File: config.mk
export PLATFORM = sky130hd
export DESIGN_NAME = csr_reg_bank_flat
export DESIGN_NICKNAME = d
export VERILOG_FILES = /design/src/rtl/csr_bank_pkg.sv /design/src/rtl/csr_reg_bank_if.sv /design/src/rtl/csr_addr_decode.sv /design/src/rtl/csr_reg_bank.sv /design/src/flat_wrapper.sv
export SDC_FILE = /design/constraint.sdc
export NUM_CORES = 1
export LEC_CHECK = 0
export CAP_MARGIN = 20
export CORE_AREA = 2 2 315 317
export DETAILED_ROUTE_END_ITERATION = 6
export DIE_AREA = 0 0 317 319
export SLEW_MARGIN = 10
export SYNTH_ARGS = -nofsm -noshare
export SYNTH_HDL_FRONTEND = slang
export SYNTH_SLANG_ARGS = --single-unit
File: constraint.sdc
create_clock -name i_clk -period 2.7 [get_ports i_clk]
set_clock_uncertainty 0.1 [all_clocks]
set_input_delay 0.54 -clock i_clk [delete_from_list [all_inputs] [get_ports i_clk]]
set_output_delay 0.54 -clock i_clk [all_outputs]
set_load 0.1 [all_outputs]
File: src/rtl/csr_bank_pkg.sv
// Shared types and helpers for the byte-addressed CSR bank.
package csr_bank_pkg;

    localparam int unsigned CSR_MAX_BYTES = 4;
    localparam int unsigned CSR_DATA_W    = 8 * CSR_MAX_BYTES;
    localparam int unsigned CSR_IDX_W     = 5;

    typedef enum logic [1:0] {
        CSR_RW  = 2'd0,
        CSR_RO  = 2'd1,
        CSR_W1C = 2'd2
    } csr_mode_t;

    typedef enum logic {
        IDLE = 1'b0,
        RESP = 1'b1
    } csr_fsm_t;

    typedef struct packed {
        logic                 hit;
        logic [CSR_IDX_W-1:0] idx;
        logic [1:0]           lane;
        logic                 top;
    } csr_dec_t;

    // Bits of a register that exist for a given byte size.
    function automatic logic [CSR_DATA_W-1:0] csr_size_mask(input logic [2:0] size);
        case (size)
            3'd1:    return 32'h0000_00FF;
            3'd2:    return 32'h0000_FFFF;
            default: return 32'hFFFF_FFFF;
        endcase
    endfunction

    function automatic logic [7:0] csr_byte(input logic [CSR_DATA_W-1:0] v, input logic [1:0] lane);
        return v[8*lane +: 8];
    endfunction

endpackage

File: src/rtl/csr_reg_bank_if.sv
// Host byte-stream request/response channel of the CSR bank.
interface csr_reg_bank_if #(
    parameter int unsigned ADDR_W = 9
);
    logic              i_req_valid;
    logic              o_req_ready;
    logic              i_req_write;
    logic [ADDR_W-1:0] i_req_addr;
    logic [7:0]        i_req_wdata;
    logic              o_rsp_valid;
    logic              i_rsp_ready;
    logic [7:0]        o_rsp_rdata;

    modport master (
        output i_req_valid, i_req_write, i_req_addr, i_req_wdata, i_rsp_ready,
        input  o_req_ready, o_rsp_valid, o_rsp_rdata
    );

    modport slave (
        input  i_req_valid, i_req_write, i_req_addr, i_req_wdata, i_rsp_ready,
        output o_req_ready, o_rsp_valid, o_rsp_rdata
    );
endinterface

File: src/rtl/csr_addr_decode.sv
// Byte address to {hit, register index, lane, top-lane} decode; lowest index wins.
module csr_addr_decode
    import csr_bank_pkg::*;
#(
    parameter int unsigned             ADDR_W     = 9,
    parameter int unsigned             N_REGS     = 8,
    parameter logic [N_REGS*ADDR_W-1:0] REG_OFFSET = '0,
    parameter logic [N_REGS*3-1:0]      REG_SIZE   = {N_REGS{3'd2}}
) (
    input  logic [ADDR_W-1:0] addr,
    output csr_dec_t          dec
);
    localparam int unsigned AW1 = ADDR_W + 1;

    logic [ADDR_W-1:0] off;
    logic [ADDR_W-1:0] rel;
    logic [2:0]        sz;

    always_comb begin
        dec = '0;
        off = '0;
        rel = '0;
        sz  = '0;
        for (int i = N_REGS - 1; i >= 0; i--) begin
            off = REG_OFFSET[i*ADDR_W +: ADDR_W];
            sz  = REG_SIZE[i*3 +: 3];
            rel = addr - off;
            if (addr >= off && AW1'(addr) < AW1'(off) + AW1'(sz)) begin
                dec.hit  = 1'b1;
                dec.idx  = CSR_IDX_W'(i);
                dec.lane = 2'(rel);
                dec.top  = (rel == ADDR_W'(sz) - ADDR_W'(1));
            end
        end
    end
endmodule

File: src/rtl/csr_reg_bank.sv
// Parametrised CSR bank: staged atomic multi-byte writes, snapshot reads, W1C status bits.
module csr_reg_bank
    import csr_bank_pkg::*;
#(
    parameter int unsigned              ADDR_W     = 9,
    parameter int unsigned              N_REGS     = 8,
    parameter logic [N_REGS*ADDR_W-1:0] REG_OFFSET = '0,
    parameter logic [N_REGS*3-1:0]      REG_SIZE   = {N_REGS{3'd2}},
    parameter logic [N_REGS*2-1:0]      REG_MODE   = {N_REGS{2'd0}},
    parameter logic [N_REGS*32-1:0]     REG_RESET  = '0
) (
    input  logic                   i_clk,
    input  logic                   i_rst,
    csr_reg_bank_if.slave          bus,
    output logic [N_REGS*32-1:0]   o_reg_q,
    input  logic [N_REGS*32-1:0]   i_reg_d,
    input  logic [N_REGS*32-1:0]   i_w1c_set,
    output logic [N_REGS-1:0]      o_wr_stb,
    output logic [N_REGS-1:0]      o_rd_stb
);
    function automatic csr_mode_t mode_of(input int unsigned i);
        return csr_mode_t'(REG_MODE[i*2 +: 2]);
    endfunction

    function automatic logic [31:0] mask_of(input int unsigned i);
        return csr_size_mask(REG_SIZE[i*3 +: 3]);
    endfunction

    csr_dec_t    dec;
    csr_fsm_t    state;
    logic [31:0] reg_q   [N_REGS];
    logic [31:0] reg_nxt [N_REGS];
    logic [31:0] live    [N_REGS];

    logic [31:0]          stg_data;
    logic [3:0]           stg_lanes;
    logic                 stg_valid;
    logic [CSR_IDX_W-1:0] stg_idx;
    logic [31:0]          snap;
    logic                 snap_valid;
    logic [CSR_IDX_W-1:0] snap_idx;

    logic [31:0]       cur_val, cur_live, cur_mask, commit_val;
    csr_mode_t         cur_mode;
    logic [N_REGS-1:0] dec_onehot;
    logic [3:0]        lane_onehot;
    logic              req_fire, wr_ok, commit, stg_match;
    logic [7:0]        rd_byte;

    csr_addr_decode #(
        .ADDR_W    (ADDR_W),
        .N_REGS    (N_REGS),
        .REG_OFFSET(REG_OFFSET),
        .REG_SIZE  (REG_SIZE)
    ) u_decode (
        .addr(bus.i_req_addr),
        .dec (dec)
    );

    // Live view per register and the selected register's attributes.
    always_comb begin
        cur_val    = '0;
        cur_live   = '0;
        cur_mask   = '0;
        cur_mode   = CSR_RO;
        dec_onehot = '0;
        o_reg_q    = '0;
        for (int unsigned i = 0; i < N_REGS; i++) begin
            live[i] = (mode_of(i) == CSR_RO) ? (i_reg_d[i*32 +: 32] & mask_of(i)) : reg_q[i];
            o_reg_q[i*32 +: 32] = (mode_of(i) == CSR_RO) ? 32'h0 : reg_q[i];
            if (dec.hit && dec.idx == CSR_IDX_W'(i)) begin
                dec_onehot[i] = 1'b1;
                cur_val       = reg_q[i];
                cur_live      = live[i];
                cur_mask      = mask_of(i);
                cur_mode      = mode_of(i);
            end
        end
    end

    // Commit value merges the current byte, staged lanes and the register's own bytes.
    always_comb begin
        req_fire    = bus.i_req_valid && bus.o_req_ready;
        wr_ok       = req_fire && bus.i_req_write && dec.hit && (cur_mode != CSR_RO);
        commit      = wr_ok && dec.top;
        stg_match   = stg_valid && (stg_idx == dec.idx);
        lane_onehot = 4'b0001 << dec.lane;
        commit_val  = '0;
        for (int j = 0; j < int'(CSR_MAX_BYTES); j++) begin
            if (dec.lane == 2'(j))
                commit_val[8*j +: 8] = bus.i_req_wdata;
            else if (stg_match && stg_lanes[j])
                commit_val[8*j +: 8] = stg_data[8*j +: 8];
            else
                commit_val[8*j +: 8] = cur_val[8*j +: 8];
        end
        commit_val = commit_val & cur_mask;

        if (!dec.hit)
            rd_byte = 8'h00;
        else if (dec.lane != 2'd0 && snap_valid && snap_idx == dec.idx)
            rd_byte = csr_byte(snap, dec.lane);
        else
            rd_byte = csr_byte(cur_live, dec.lane);
    end

    // Next register values: commit first, then W1C sets so a set wins over a clear.
    always_comb begin
        for (int unsigned i = 0; i < N_REGS; i++) begin
            reg_nxt[i] = reg_q[i];
            if (commit && dec.idx == CSR_IDX_W'(i)) begin
                if (mode_of(i) == CSR_W1C)
                    reg_nxt[i] = reg_q[i] & ~commit_val;
                else
                    reg_nxt[i] = commit_val;
            end
            if (mode_of(i) == CSR_W1C)
                reg_nxt[i] = reg_nxt[i] | (i_w1c_set[i*32 +: 32] & mask_of(i));
            if (mode_of(i) == CSR_RO)
                reg_nxt[i] = '0;
        end
    end

    always_ff @(posedge i_clk) begin
        if (i_rst) begin
            state           <= IDLE;
            bus.o_req_ready <= 1'b1;
            bus.o_rsp_valid <= 1'b0;
            bus.o_rsp_rdata <= '0;
            o_wr_stb        <= '0;
            o_rd_stb        <= '0;
            stg_data        <= '0;
            stg_lanes       <= '0;
            stg_valid       <= 1'b0;
            stg_idx         <= '0;
            snap            <= '0;
            snap_valid      <= 1'b0;
            snap_idx        <= '0;
            for (int unsigned i = 0; i < N_REGS; i++)
                reg_q[i] <= (mode_of(i) == CSR_RO) ? 32'h0 : (REG_RESET[i*32 +: 32] & mask_of(i));
        end else begin
            o_wr_stb <= '0;
            o_rd_stb <= '0;
            for (int unsigned i = 0; i < N_REGS; i++)
                reg_q[i] <= reg_nxt[i];

            if (commit) begin
                stg_valid <= 1'b0;
                stg_lanes <= '0;
                o_wr_stb  <= dec_onehot;
            end else if (wr_ok) begin
                stg_valid                   <= 1'b1;
                stg_idx                     <= dec.idx;
                stg_data[8*dec.lane +: 8]   <= bus.i_req_wdata;
                stg_lanes                   <= (stg_match ? stg_lanes : 4'b0000) | lane_onehot;
            end

            case (state)
                IDLE: begin
                    if (req_fire && !bus.i_req_write) begin
                        state           <= RESP;
                        bus.o_req_ready <= 1'b0;
                        bus.o_rsp_valid <= 1'b1;
                        bus.o_rsp_rdata <= rd_byte;
                        if (dec.hit && dec.lane == 2'd0) begin
                            snap       <= cur_live;
                            snap_valid <= 1'b1;
                            snap_idx   <= dec.idx;
                            o_rd_stb   <= dec_onehot;
                        end
                    end
                end
                RESP: begin
                    if (bus.i_rsp_ready) begin
                        state           <= IDLE;
                        bus.o_req_ready <= 1'b1;
                        bus.o_rsp_valid <= 1'b0;
                    end
                end
                default: state <= IDLE;
            endcase
        end
    end
endmodule

File: src/flat_wrapper.sv
// flat-port wrapper written by rule: the top's interface ports become plain ports
module csr_reg_bank_flat import csr_bank_pkg::*;
#(
    parameter int unsigned              ADDR_W     = 9,
    parameter int unsigned              N_REGS     = 8,
    parameter logic [N_REGS*ADDR_W-1:0] REG_OFFSET = '0,
    parameter logic [N_REGS*3-1:0]      REG_SIZE   = {N_REGS{3'd2}},
    parameter logic [N_REGS*2-1:0]      REG_MODE   = {N_REGS{2'd0}},
    parameter logic [N_REGS*32-1:0]     REG_RESET  = '0
)
  (i_clk, i_rst, o_reg_q, i_reg_d, i_w1c_set, o_wr_stb, o_rd_stb, bus_i_req_valid, bus_i_req_write, bus_i_req_addr, bus_i_req_wdata, bus_i_rsp_ready, bus_o_req_ready, bus_o_rsp_valid, bus_o_rsp_rdata);
  csr_reg_bank_if #(.ADDR_W(ADDR_W)) bus_i ();
  input  logic i_clk;
  input  logic i_rst;
  output logic [N_REGS*32-1:0] o_reg_q;
  input  logic [N_REGS*32-1:0] i_reg_d;
  input  logic [N_REGS*32-1:0] i_w1c_set;
  output logic [N_REGS-1:0] o_wr_stb;
  output logic [N_REGS-1:0] o_rd_stb;
  input wire logic [$bits(bus_i.i_req_valid)-1:0] bus_i_req_valid;
  input wire logic [$bits(bus_i.i_req_write)-1:0] bus_i_req_write;
  input wire logic [$bits(bus_i.i_req_addr)-1:0] bus_i_req_addr;
  input wire logic [$bits(bus_i.i_req_wdata)-1:0] bus_i_req_wdata;
  input wire logic [$bits(bus_i.i_rsp_ready)-1:0] bus_i_rsp_ready;
  output wire logic [$bits(bus_i.o_req_ready)-1:0] bus_o_req_ready;
  output wire logic [$bits(bus_i.o_rsp_valid)-1:0] bus_o_rsp_valid;
  output wire logic [$bits(bus_i.o_rsp_rdata)-1:0] bus_o_rsp_rdata;
  assign bus_i.i_req_valid = bus_i_req_valid;
  assign bus_i.i_req_write = bus_i_req_write;
  assign bus_i.i_req_addr = bus_i_req_addr;
  assign bus_i.i_req_wdata = bus_i_req_wdata;
  assign bus_i.i_rsp_ready = bus_i_rsp_ready;
  assign bus_o_req_ready = bus_i.o_req_ready;
  assign bus_o_rsp_valid = bus_i.o_rsp_valid;
  assign bus_o_rsp_rdata = bus_i.o_rsp_rdata;
  csr_reg_bank #(.ADDR_W(ADDR_W), .N_REGS(N_REGS), .REG_OFFSET(REG_OFFSET), .REG_SIZE(REG_SIZE), .REG_MODE(REG_MODE), .REG_RESET(REG_RESET)) u_core (.i_clk(i_clk), .i_rst(i_rst), .bus(bus_i), .o_reg_q(o_reg_q), .i_reg_d(i_reg_d), .i_w1c_set(i_w1c_set), .o_wr_stb(o_wr_stb), .o_rd_stb(o_rd_stb));
endmodule
Word-level counts from Yosys, hierarchy flattened

Memory sizes are Yosys's and may differ from the RTL's.
Index checks and enable logic that the tools add are counted.

Equality and inequality tests: 16
Add/subtract/negate cells: 1
Order comparisons: 2
Muxes and demuxes: 73
Multipliers: 0
Divide/modulo/power cells: 0
Shifts and indexed selects: 5
Reductions and logical operators: 42
Bitwise operators: 14

Operators by type and width:

| operator                                                                             | number |
|---|---|
| 32-bit 2-to-1 mux                                                                    | 31 |
| 8-bit 2-to-1 mux                                                                     | 10 |
| 32-bit by 6-bit indexed part select with 8-bit output                                | 2 |
| 5-bit negation with 34-bit output                                                    | 1 |
| 8-bit by 34-bit variable shift with 32-bit output (first input constant)             | 1 |
| 8-bit by 34-bit indexed part select with 32-bit output                               | 1 |
| 32-bit AND                                                                           | 1 |
| 32-bit bitwise mux                                                                   | 1 |
| 1-bit logical AND                                                                    | 31 |
| 5-bit by 3-bit equality test with 1-bit output (second input constant)               | 4 |
| 1-bit 2-to-1 mux                                                                     | 18 |
| 16-bit 2-to-1 mux                                                                    | 1 |
| 2-bit 2-to-1 mux                                                                     | 7 |
| 5-bit by 2-bit equality test with 1-bit output (second input constant)               | 2 |
| 5-bit equality test                                                                  | 2 |
| 9-bit by 1-bit equality test with 1-bit output (second input constant)               | 1 |
| 9-bit by 1-bit greater-or-equal comparator with 1-bit output (second input constant) | 1 |
| 9-bit by 2-bit < comparator with 1-bit output (second input constant)                | 1 |
| 9-bit 2-to-1 mux                                                                     | 1 |
| 1-bit OR                                                                             | 8 |
| 1-bit case mux with 2 select lines                                                   | 3 |
| 2-bit AND reduction                                                                  | 3 |
| 5-bit by 1-bit equality test with 1-bit output (second input constant)               | 1 |
| 5-bit logical NOT                                                                    | 1 |
| 14 further kinds                                                                     | 20 |

Bits in latches: 0
Register bits: 107
Memory bits (read-only): 0
RAM bits: 256
Input bits: 534
Memories: 1

Memory list:

| name         | words | width | rd ports | clocked after Yosys merged registers in | write ports | RTL line           | RTL |
|---|---|---|---|---|---|---|---|
| u_core.reg_q | 8     | 32    | 8        | 0                                       | 8           | csr_reg_bank.sv:31 | `logic [31:0] reg_q [N_REGS];` |

Depth between registers and ports, before layout

Gate-level depths: netlist (run 1).

Depth in word-level cells: 19
Depth in mapped cells: 9
Mapped depth without buffers: 7

Hierarchy

From an unflattened synthesis (run 1), not the netlist that was laid out.

Cell total of the unflattened synthesis: 1187
Area, all modules: 10105.9 µm²

Modules (own cells, without submodules):

| module          | cells an instance | area an instance (µm²) | seq. area each (µm²) | times used |
|---|---|---|---|---|
| csr_reg_bank    | 1174              | 10020.9                | 4023.9               | 1 |
| csr_addr_decode | 13                | 85.1                   | 0.0                  | 1 |

Worst setup path before layout (run 1)

No wires, ideal clock.

Path kind: input port to flip-flop
Start: in bus_i_req_addr[7]
End: reg u_core.bus.o_rsp_rdata[0]
Path buffers: 1
Stages on the path: 8
Library setup time: 118 ps
Data arrival time: 2500 ps
Setup slack: -17 ps
Cells stage by stage: nor4_4 and3_1 inv_1 ha_1 nand2b_1 clkbuf_1 mux4_2 a22o_1

Longest elaborated chain between the ends: 15
Elaborated cells on any way between the ends: 27
Classes of those cells: order compare: 2; shift: 2; mux: 11; reduce/logical: 12

Ends and longest elaborated chain:

| item                                                                                                                          | RTL line              | RTL |
|---|---|---|
| from (decl)                                                                                                                   | flat_wrapper.sv:22    | `input wire logic [$bits(bus_i.i_req_addr)-1:0] bus_i_req_addr;` |
| 9-bit by 1-bit greater-or-equal comparator with 1-bit output or 9-bit by 2-bit < comparator with 1-bit output (tied branches) | csr_addr_decode.sv:28 | `if (addr >= off && AW1'(addr) < AW1'(off) + AW1'(sz)) begin` |
| 1-bit logical AND (*)                                                                                                         | csr_addr_decode.sv:28 |  |
| 9-bit 2-to-1 mux (*)                                                                                                          | csr_addr_decode.sv:28 |  |
| 1-bit logical AND                                                                                                             | csr_reg_bank.sv:71    | `if (dec.hit && dec.idx == CSR_IDX_W'(i)) begin` |
| 32-bit 2-to-1 mux (8 in series)                                                                                               | csr_reg_bank.sv:71    |  |
| 32-bit by 6-bit indexed part select with 8-bit output                                                                         | csr_bank_pkg.sv:36    | `return v[8*lane +: 8];` |
| 8-bit 2-to-1 mux                                                                                                              | csr_reg_bank.sv:101   | `else if (dec.lane != 2'd0 && snap_valid && snap_idx == dec.idx)` |
| 8-bit 2-to-1 mux (*)                                                                                                          | csr_reg_bank.sv:99    | `if (!dec.hit)` |
| to (signal assigned)                                                                                                          | csr_reg_bank.sv:164   | `bus.o_rsp_rdata <= rd_byte;` |
| to (decl)                                                                                                                     | csr_reg_bank_if.sv:21 | `output o_req_ready, o_rsp_valid, o_rsp_rdata` |

Every way passes the cells marked *; elsewhere a longest branch is shown, timed or not.
A chain may end at the register's enable or synchronous reset.

Final worst setup path (run 1)

Start: in bus_i_req_addr[1]
End: reg u_core.bus.o_rsp_rdata[0]

Longest elaborated chain between the ends: 15
Elaborated cells on any way between the ends: 27
Classes of those cells: order compare: 2; shift: 2; mux: 11; reduce/logical: 12

Ends and longest elaborated chain:

| item                                                                                                                          | RTL line |
|---|---|
| 9-bit by 1-bit greater-or-equal comparator with 1-bit output or 9-bit by 2-bit < comparator with 1-bit output (tied branches) | csr_addr_decode.sv:28 |
| 1-bit logical AND                                                                                                             | csr_addr_decode.sv:28 |
| 9-bit 2-to-1 mux (*)                                                                                                          | csr_addr_decode.sv:28 |
| 1-bit logical AND                                                                                                             | csr_reg_bank.sv:71 |
| 32-bit 2-to-1 mux (8 in series)                                                                                               | csr_reg_bank.sv:71 |
| 32-bit by 6-bit indexed part select with 8-bit output                                                                         | csr_bank_pkg.sv:36 |
| 8-bit 2-to-1 mux                                                                                                              | csr_reg_bank.sv:101 |
| 8-bit 2-to-1 mux (*)                                                                                                          | csr_reg_bank.sv:99 |

Marks and branches as above.

==> results.sh, run 1 <==
export IMPL_run_status="complete, no violations"
export IMPL_finalHoldViolations=0
export IMPL_final_period_minus_worst_setup_slack_ns=2.60
export IMPL_cts_root_to_sink_buffers=2
export IMPL_synth_most_common_cell="sky130_fd_sc_hd__buf_4"
export IMPL_max_slew_margin_pct=64.2
export IMPL_endpoint_kind="flop"
export IMPL_htree_levels=3
export IMPL_first_pass_iters=4
export IMPL_place_congestion=0.677
export IMPL_setup_slack_ns=0.0950
export IMPL_number_of_warning_messages_in_the_yosys_log=0
export IMPL_period_share_pct=96.5
export IMPL_drv_cap=0
export IMPL_synth_top_cells_by_area="sky130_fd_sc_hd__buf_4 37%, sky130_fd_sc_hd__dfxtp_1 25%, sky130_fd_sc_hd__nand2b_1 6.9%"
export IMPL_worst_endpoint_arrival_ns=2.73
export IMPL_path_class="input pin to flop"
export IMPL_placement_stage_worst_setup_slack_ns=-0.418
export IMPL_share_of_layout_cells_above_drive_strength_1_pct=15.3
export IMPL_first_global_vias=2668
export IMPL_floorplan_rows=115
export IMPL_grt_setup_unrepaired="false"
export IMPL_hpwlAfterDp_um=10800
export IMPL_clock_sinks=65
export IMPL_hold_path_class="flop to flop"
export IMPL_cts_clk_slew_worst_paths_ns=0.05
export IMPL_postRouteWirelength_um=13100
export IMPL_dieWidth_um=317
export IMPL_globalRouteOverflowTotal=0
export IMPL_finalPower_mw=3.92
export IMPL_post_synthesis_async_set_or_reset_flop_share_pct=0
export IMPL_cp_data_required_time_ns=2.82
export IMPL_tritoncts_buffers=9
export IMPL_wire_length_of_the_first_global_routing_pass_um=17800
export IMPL_initial_drc_count=187
export IMPL_numPortBuffers=49
export IMPL_cellLeakagePower_nw=2.48
export IMPL_final_max_slew_violation_count=0
export IMPL_design_die_area_um2=101000
export IMPL_synthesis_area_um2=5230
export IMPL_worst_slew_pin_transition_ns=0.535
export IMPL_antenna_violating_nets_post_route=0
export IMPL_setup_total_negative_slack_ns=0
export IMPL_synthCells=570
export IMPL_post_synthesis_sequential_element_count=65
export IMPL_synth_yosys_seq_area_share_pct=24.9
export IMPL_io_pins=816
export IMPL_setup_viol_count_final=0
export IMPL_detail_route_vias_per_cell=1.67
export IMPL_number_of_antenna_violations_at_the_first_check_in_global_routing=4
export IMPL_critical_path_peak_fanout=8
export IMPL_detailed_route_wire_length_per_cell_um=6.84
export IMPL_synth_top_cell_area_share_pct=36.6
export IMPL_area_growth_syn_to_layout_pct=29.9
export IMPL_netlist_top_cell_by_area="sky130_fd_sc_hd__buf_4"
export IMPL_vias=3206
export IMPL_design_core_area_um2=97700
export IMPL_clk_latency_ns=0.33
export IMPL_dominantRegCellSynth="sky130_fd_sc_hd__dfxtp_1"
export IMPL_chipHeight_um=319
export IMPL_fin_worst_hold_slack_ns=0.350
export IMPL_max_clock_freq_mhz=384
export IMPL_critPathLaunchType="input pin"
export IMPL_utilization_pct=6.94
export IMPL_synth_top_cells_by_count="255 x sky130_fd_sc_hd__buf_4, 65 x sky130_fd_sc_hd__dfxtp_1, 58 x sky130_fd_sc_hd__nand2b_1"
export IMPL_start_util_pct=5.35
export IMPL_cellPowerDensity_nw_per_um2=578
export IMPL_vdd_ir_drop_max_mv=0.234
export IMPL_number_of_distinct_library_cells_after_synthesis=40
export IMPL_syn_area_per_cell_um2=9.17
export IMPL_cts_tree="done"
export IMPL_groute_usage_overall_pct=2.42
export IMPL_grt_start_max_net_pins=34
export IMPL_num_fill_cells=11381
export IMPL_nets=1168
export IMPL_num_antenna_cells=0
export IMPL_post_cts_hold_buffers=0
export IMPL_route_detailed_drc=0
export IMPL_ctsRootBufferMaster="sky130_fd_sc_hd__clkbuf_16"
export IMPL_synth_edf_count=0
==> kinds of logic after synthesis <==
| group | synth area share, % |
|---|---|
| muxes | 8.05 |
| AOI/OAI and AO/OA | 12.8 |
| other | 0.144 |
| adders and majority gates | 0.958 |
| DFF | 24.9 |
| and+or+nand+nor | 13.5 |
| buffers and inverters | 39.7 |
==> cell usage in the layout (no fill, tap or decap), types with 5 or more instances in the layout <==
cell type	instances
sky130_fd_sc_hd__a21bo_2	10
sky130_fd_sc_hd__a22o_1	8
sky130_fd_sc_hd__a31oi_1	17
sky130_fd_sc_hd__a32o_1	16
sky130_fd_sc_hd__and2_1	10
sky130_fd_sc_hd__buf_12	7
sky130_fd_sc_hd__buf_4	43
sky130_fd_sc_hd__clkbuf_16	9
sky130_fd_sc_hd__clkbuf_8	5
sky130_fd_sc_hd__clkdlybuf4s50_1	14
sky130_fd_sc_hd__conb_1	258
sky130_fd_sc_hd__dfxtp_1	65
sky130_fd_sc_hd__inv_1	8
sky130_fd_sc_hd__mux2i_1	24
sky130_fd_sc_hd__mux4_2	8
sky130_fd_sc_hd__nand2_1	8
sky130_fd_sc_hd__nand2b_1	58
sky130_fd_sc_hd__o31ai_1	12
==> power by group <==
| group | switching (mW) | total (mW) | leakage (nW) | internal, mW |
|---|---|---|---|---|
| sequential | 0.00414 | 0.967 | 0.524 | 0.963 |
| combinational | 1.63 | 1.70 | 1.80 | 0.0741 |
| clock | 0.410 | 1.25 | 0.162 | 0.841 |
| total | 2.04 | 3.92 | 2.48 | 1.88 |
==> through the flow <==
stage	cells	cell area, um^2
global placement	1906	6440
finish	1922	6790
floorplan	826	6190
detailed placement	1906	6440
CTS	1922	6780
global route	1922	6790
==> critical path, cell delays in order <==
cell and delay [ns]:
sky130_fd_sc_hd__clkdlybuf4s50_1 0.46, sky130_fd_sc_hd__nor4_4 0.16, sky130_fd_sc_hd__buf_6 0.16, sky130_fd_sc_hd__and3_4 0.19, sky130_fd_sc_hd__inv_1 0.05, sky130_fd_sc_hd__ha_1 0.18
sky130_fd_sc_hd__nand2b_1 0.18, sky130_fd_sc_hd__buf_12 0.16, sky130_fd_sc_hd__mux4_2 0.44, sky130_fd_sc_hd__a22o_1 0.20
==> registers in the layout, indices dropped and copies added (netlist names) <==
name                    flops
u_core.bus.o_rsp_valid      1
u_core.o_rd_stb             1
u_core.o_wr_stb             1
u_core.state                1
u_core.stg_data            16
u_core.stg_valid            1
u_core.bus.o_rsp_rdata      8
u_core.bus.o_req_ready      1
u_core.reg_q               16
u_core.stg_lanes            2
u_core.snap                16
u_core.snap_valid           1
==> layer usage <==
metal  GRT usage (%)  wire length (um)  part of all wire (%)
met3           0.917              1300                   9.9
met1            4.05              7070                    54
met2            2.72              4720                    36
met5               0                 0                     0
met4           0.409                54                  0.41
==> layout make-up <==
class                      instances  area, um^2  share of cell area (%)
sequential                        65        1300                    19.2
clock buffer                      15         298                    4.39
inverter                           8        30.0                   0.443
multi-input combinational        473        2820                    41.5
timing repair buffer              73         698                    10.3
tap                             1287        1610                    23.7
clock inverter                     1        30.0                   0.443
==> repair_timing <==
action / CTS / global route
gates cloned: 0 / 0
setup endpoints to repair: 6 / 6
hold endpoints to repair: 0 / 0
pin swaps: 1 / 2
buffers inserted: 0 / 0
resized for setup: 7 / 3
==> path summary, 6_finish.rpt <==
| check | start | endpoint | slack, ns | cells after the start |
|---|---|---|---|---|
| hold reg to reg | u_core.snap_valid | u_core.snap_valid | 0.35 | 2 |
| setup / recovery | bus_i_req_addr[1] | u_core.bus.o_rsp_rdata[0] | 0.1 | 10 |
| hold / removal | u_core.snap_valid | u_core.snap_valid | 0.35 | 2 |
| setup reg to reg | u_core.bus.o_req_ready | u_core.bus.o_rsp_rdata[6] | 1.03 | 3 |
(Power assumes the default switching activity.)
==> inputs of run 2 (changes only) <==
Settings changed: CTS_CLUSTER_SIZE from default to 25, PLACE_DENSITY from default to 0.36, SLEW_MARGIN 10 to 15.
==> run 2 against run 1 <==
- non-clock buffer count grew 3
- critical path depth is the same
- register-to-register slack gained 0.07 ns
- first-iteration DRC count shrank 17%
- critical path type unchanged
==> results.sh, run 2 (synthesis gave the netlist of run 1 again) <==
export IMPL_cellInternalPower_mw=1.70
export IMPL_chipHeight_um=319
export IMPL_most_frequent_standard_cell_in_the_layout_excluding_fill_and_tap_cells="sky130_fd_sc_hd__conb_1"
export IMPL_final_period_minus_worst_setup_slack_ns=2.58
export IMPL_detailed_route_wire_length_per_cell_um=7.22
export IMPL_numPortBuffers=49
export IMPL_gr_usage_met2_pct=3.36
export IMPL_grt_setup_unrepaired="false"
export IMPL_share_of_layout_cells_above_drive_strength_1_pct=15.5
export IMPL_net_switching_power_mw=2.05
export IMPL_max_clock_freq_mhz=387
export IMPL_antenna_violating_nets_post_route=0
export IMPL_global_route_usage_met1_pct=4.04
export IMPL_layout_area_seq_um2=1300
export IMPL_clk_latency_ns=0.33
export IMPL_num_antenna_cells=0
export IMPL_cellPowerDensity_nw_per_um2=558
export IMPL_global_route_usage_met3_pct=0.819
export IMPL_initial_drc_count=156
export IMPL_area_growth_syn_to_layout_pct=28.8
export IMPL_hpwlAfterDp_um=11200
export IMPL_grt_start_max_net_pins=33
export IMPL_largestRegisters="u_core.reg_q (16), u_core.snap (16), u_core.stg_data (16)"
export IMPL_first_pass_iters=4
export IMPL_post_cts_hold_buffers=0
export IMPL_final_max_slew_violation_count=0
export IMPL_max_slew_margin_pct=62.4
export IMPL_cellLeakagePower_nw=2.45
export IMPL_htree_levels=3
export IMPL_run_status="complete, no violations"
export IMPL_first_global_vias=2711
export IMPL_global_route_hottest_layer="met1"
export IMPL_fin_worst_hold_slack_ns=0.349
export IMPL_floorplan_rows=115
export IMPL_cts_root_to_sink_buffers=2
export IMPL_place_congestion=0.639
export IMPL_cts_tree="done"
export IMPL_ctsRootBufferMaster="sky130_fd_sc_hd__clkbuf_16"
export IMPL_wire_length_of_the_first_global_routing_pass_um=19100
export IMPL_vias=3166
export IMPL_io_pins=816
export IMPL_nets=1171
export IMPL_power_switching_share_pct=54.6
export IMPL_start_util_pct=5.35
export IMPL_multi_input_comb_area_um2=2820
export IMPL_cts_clk_slew_worst_paths_ns=0.05
export IMPL_cp_data_required_time_ns=2.83
export IMPL_path_class="input pin to flop"
export IMPL_share_seq_of_total_power_pct=25.8
export IMPL_dpl_instance_area_um2=6440
export IMPL_finalHoldViolations=0
export IMPL_design_die_area_um2=101000
export IMPL_postRouteWirelength_um=13900
export IMPL_tritoncts_buffers=9
export IMPL_dieWidth_um=317
export IMPL_critPathLaunchType="input pin"
export IMPL_design_core_area_um2=97700
export IMPL_route_detailed_drc=0
export IMPL_number_of_antenna_violations_at_the_first_check_in_global_routing=0
export IMPL_vdd_ir_drop_max_mv=0.292
export IMPL_groute_usage_overall_pct=2.59
export IMPL_utilization_pct=6.89
export IMPL_clock_sinks=65
export IMPL_endpoint_kind="flop"
export IMPL_worst_slew_pin_transition_ns=0.564
export IMPL_drv_cap=0
export IMPL_globalRouteOverflowTotal=0
export IMPL_worst_endpoint_arrival_ns=2.71
export IMPL_hold_path_class="flop to flop"
export IMPL_setup_viol_count_final=0
export IMPL_detail_route_vias_per_cell=1.64
export IMPL_most_common_layout_cells="258 x sky130_fd_sc_hd__conb_1, 65 x sky130_fd_sc_hd__dfxtp_1, 58 x sky130_fd_sc_hd__nand2b_1"
export IMPL_critical_path_peak_fanout=8
export IMPL_setup_total_negative_slack_ns=0
export IMPL_num_fill_cells=11413
export IMPL_post_route_cell_area_um2=6730
export IMPL_period_share_pct=95.6
export IMPL_power_share_combinational_pct=45.4
export IMPL_power_share_clock_pct=28.9
[run 2: layout make-up]
| class | count | share of cell area (%) |
|---|---|---|
| Tap cell | 1287 | 23.9 |
| Inverter | 8 | 0.446 |
| Multi-Input combinational cell | 473 | 41.9 |
| Timing Repair Buffer | 76 | 10.3 |
| Clock inverter | 3 | 0.223 |
| Sequential cell | 65 | 19.3 |
| Clock buffer | 13 | 3.87 |
[run 2: power groups by stage]
stage                     registers [mW]  logic (mW)  clock network, mW
final                              0.967        1.70               1.08
after global placement             0.988        1.70                  0
after CTS                          0.967        1.70               1.13
after global routing               0.967        1.74               1.17
after floorplan                     1.00        1.89                  0
after detailed placement           0.988        1.70                  0
[run 2: critical path: stages]
cell and delay (ns):
sky130_fd_sc_hd__clkdlybuf4s50_1 0.46, sky130_fd_sc_hd__nor4_4 0.14, sky130_fd_sc_hd__buf_4 0.17, sky130_fd_sc_hd__and3_4 0.19, sky130_fd_sc_hd__inv_1 0.05, sky130_fd_sc_hd__ha_1 0.19
sky130_fd_sc_hd__nand2b_1 0.18, sky130_fd_sc_hd__buf_12 0.16, sky130_fd_sc_hd__mux4_2 0.43, sky130_fd_sc_hd__a22o_1 0.21
[run 2: worst paths after layout]
path | start | to | slack, ns | cells after the start
worst max-delay path | bus_i_req_addr[3] | u_core.bus.o_rsp_rdata[7] | 0.12 | 10
worst min-delay path | u_core.snap_valid | u_core.snap_valid | 0.35 | 2
worst max register to register | u_core.bus.o_req_ready | u_core.reg_q[0][7] | 1.10 | 4
worst min register to register | u_core.snap_valid | u_core.snap_valid | 0.35 | 2
[run 2: metrics by stage]
stage                     setup slack (ns)  total power, mW  instances
after global placement              -0.443             2.69       1908
after global routing               0.00242             3.88       1925
after CTS                          0.00611             3.80       1925
final                                0.118             3.75       1925
after detailed placement            -0.442             2.69       1908
after floorplan                     0.0506             2.89        826
[run 2: metal layers]
metal  up-vias  wire length, um
met4         0              104
met1      1468             7120
met2       141             5730
li1       1549                -
met5         -                0
met3         8              939
[run 2: timing repair]
action | CTS | global route
buffers inserted | 1 | 0
cloned | 0 | 0
setup endpoints to repair | 6 | 6
gates resized for setup | 6 | 1
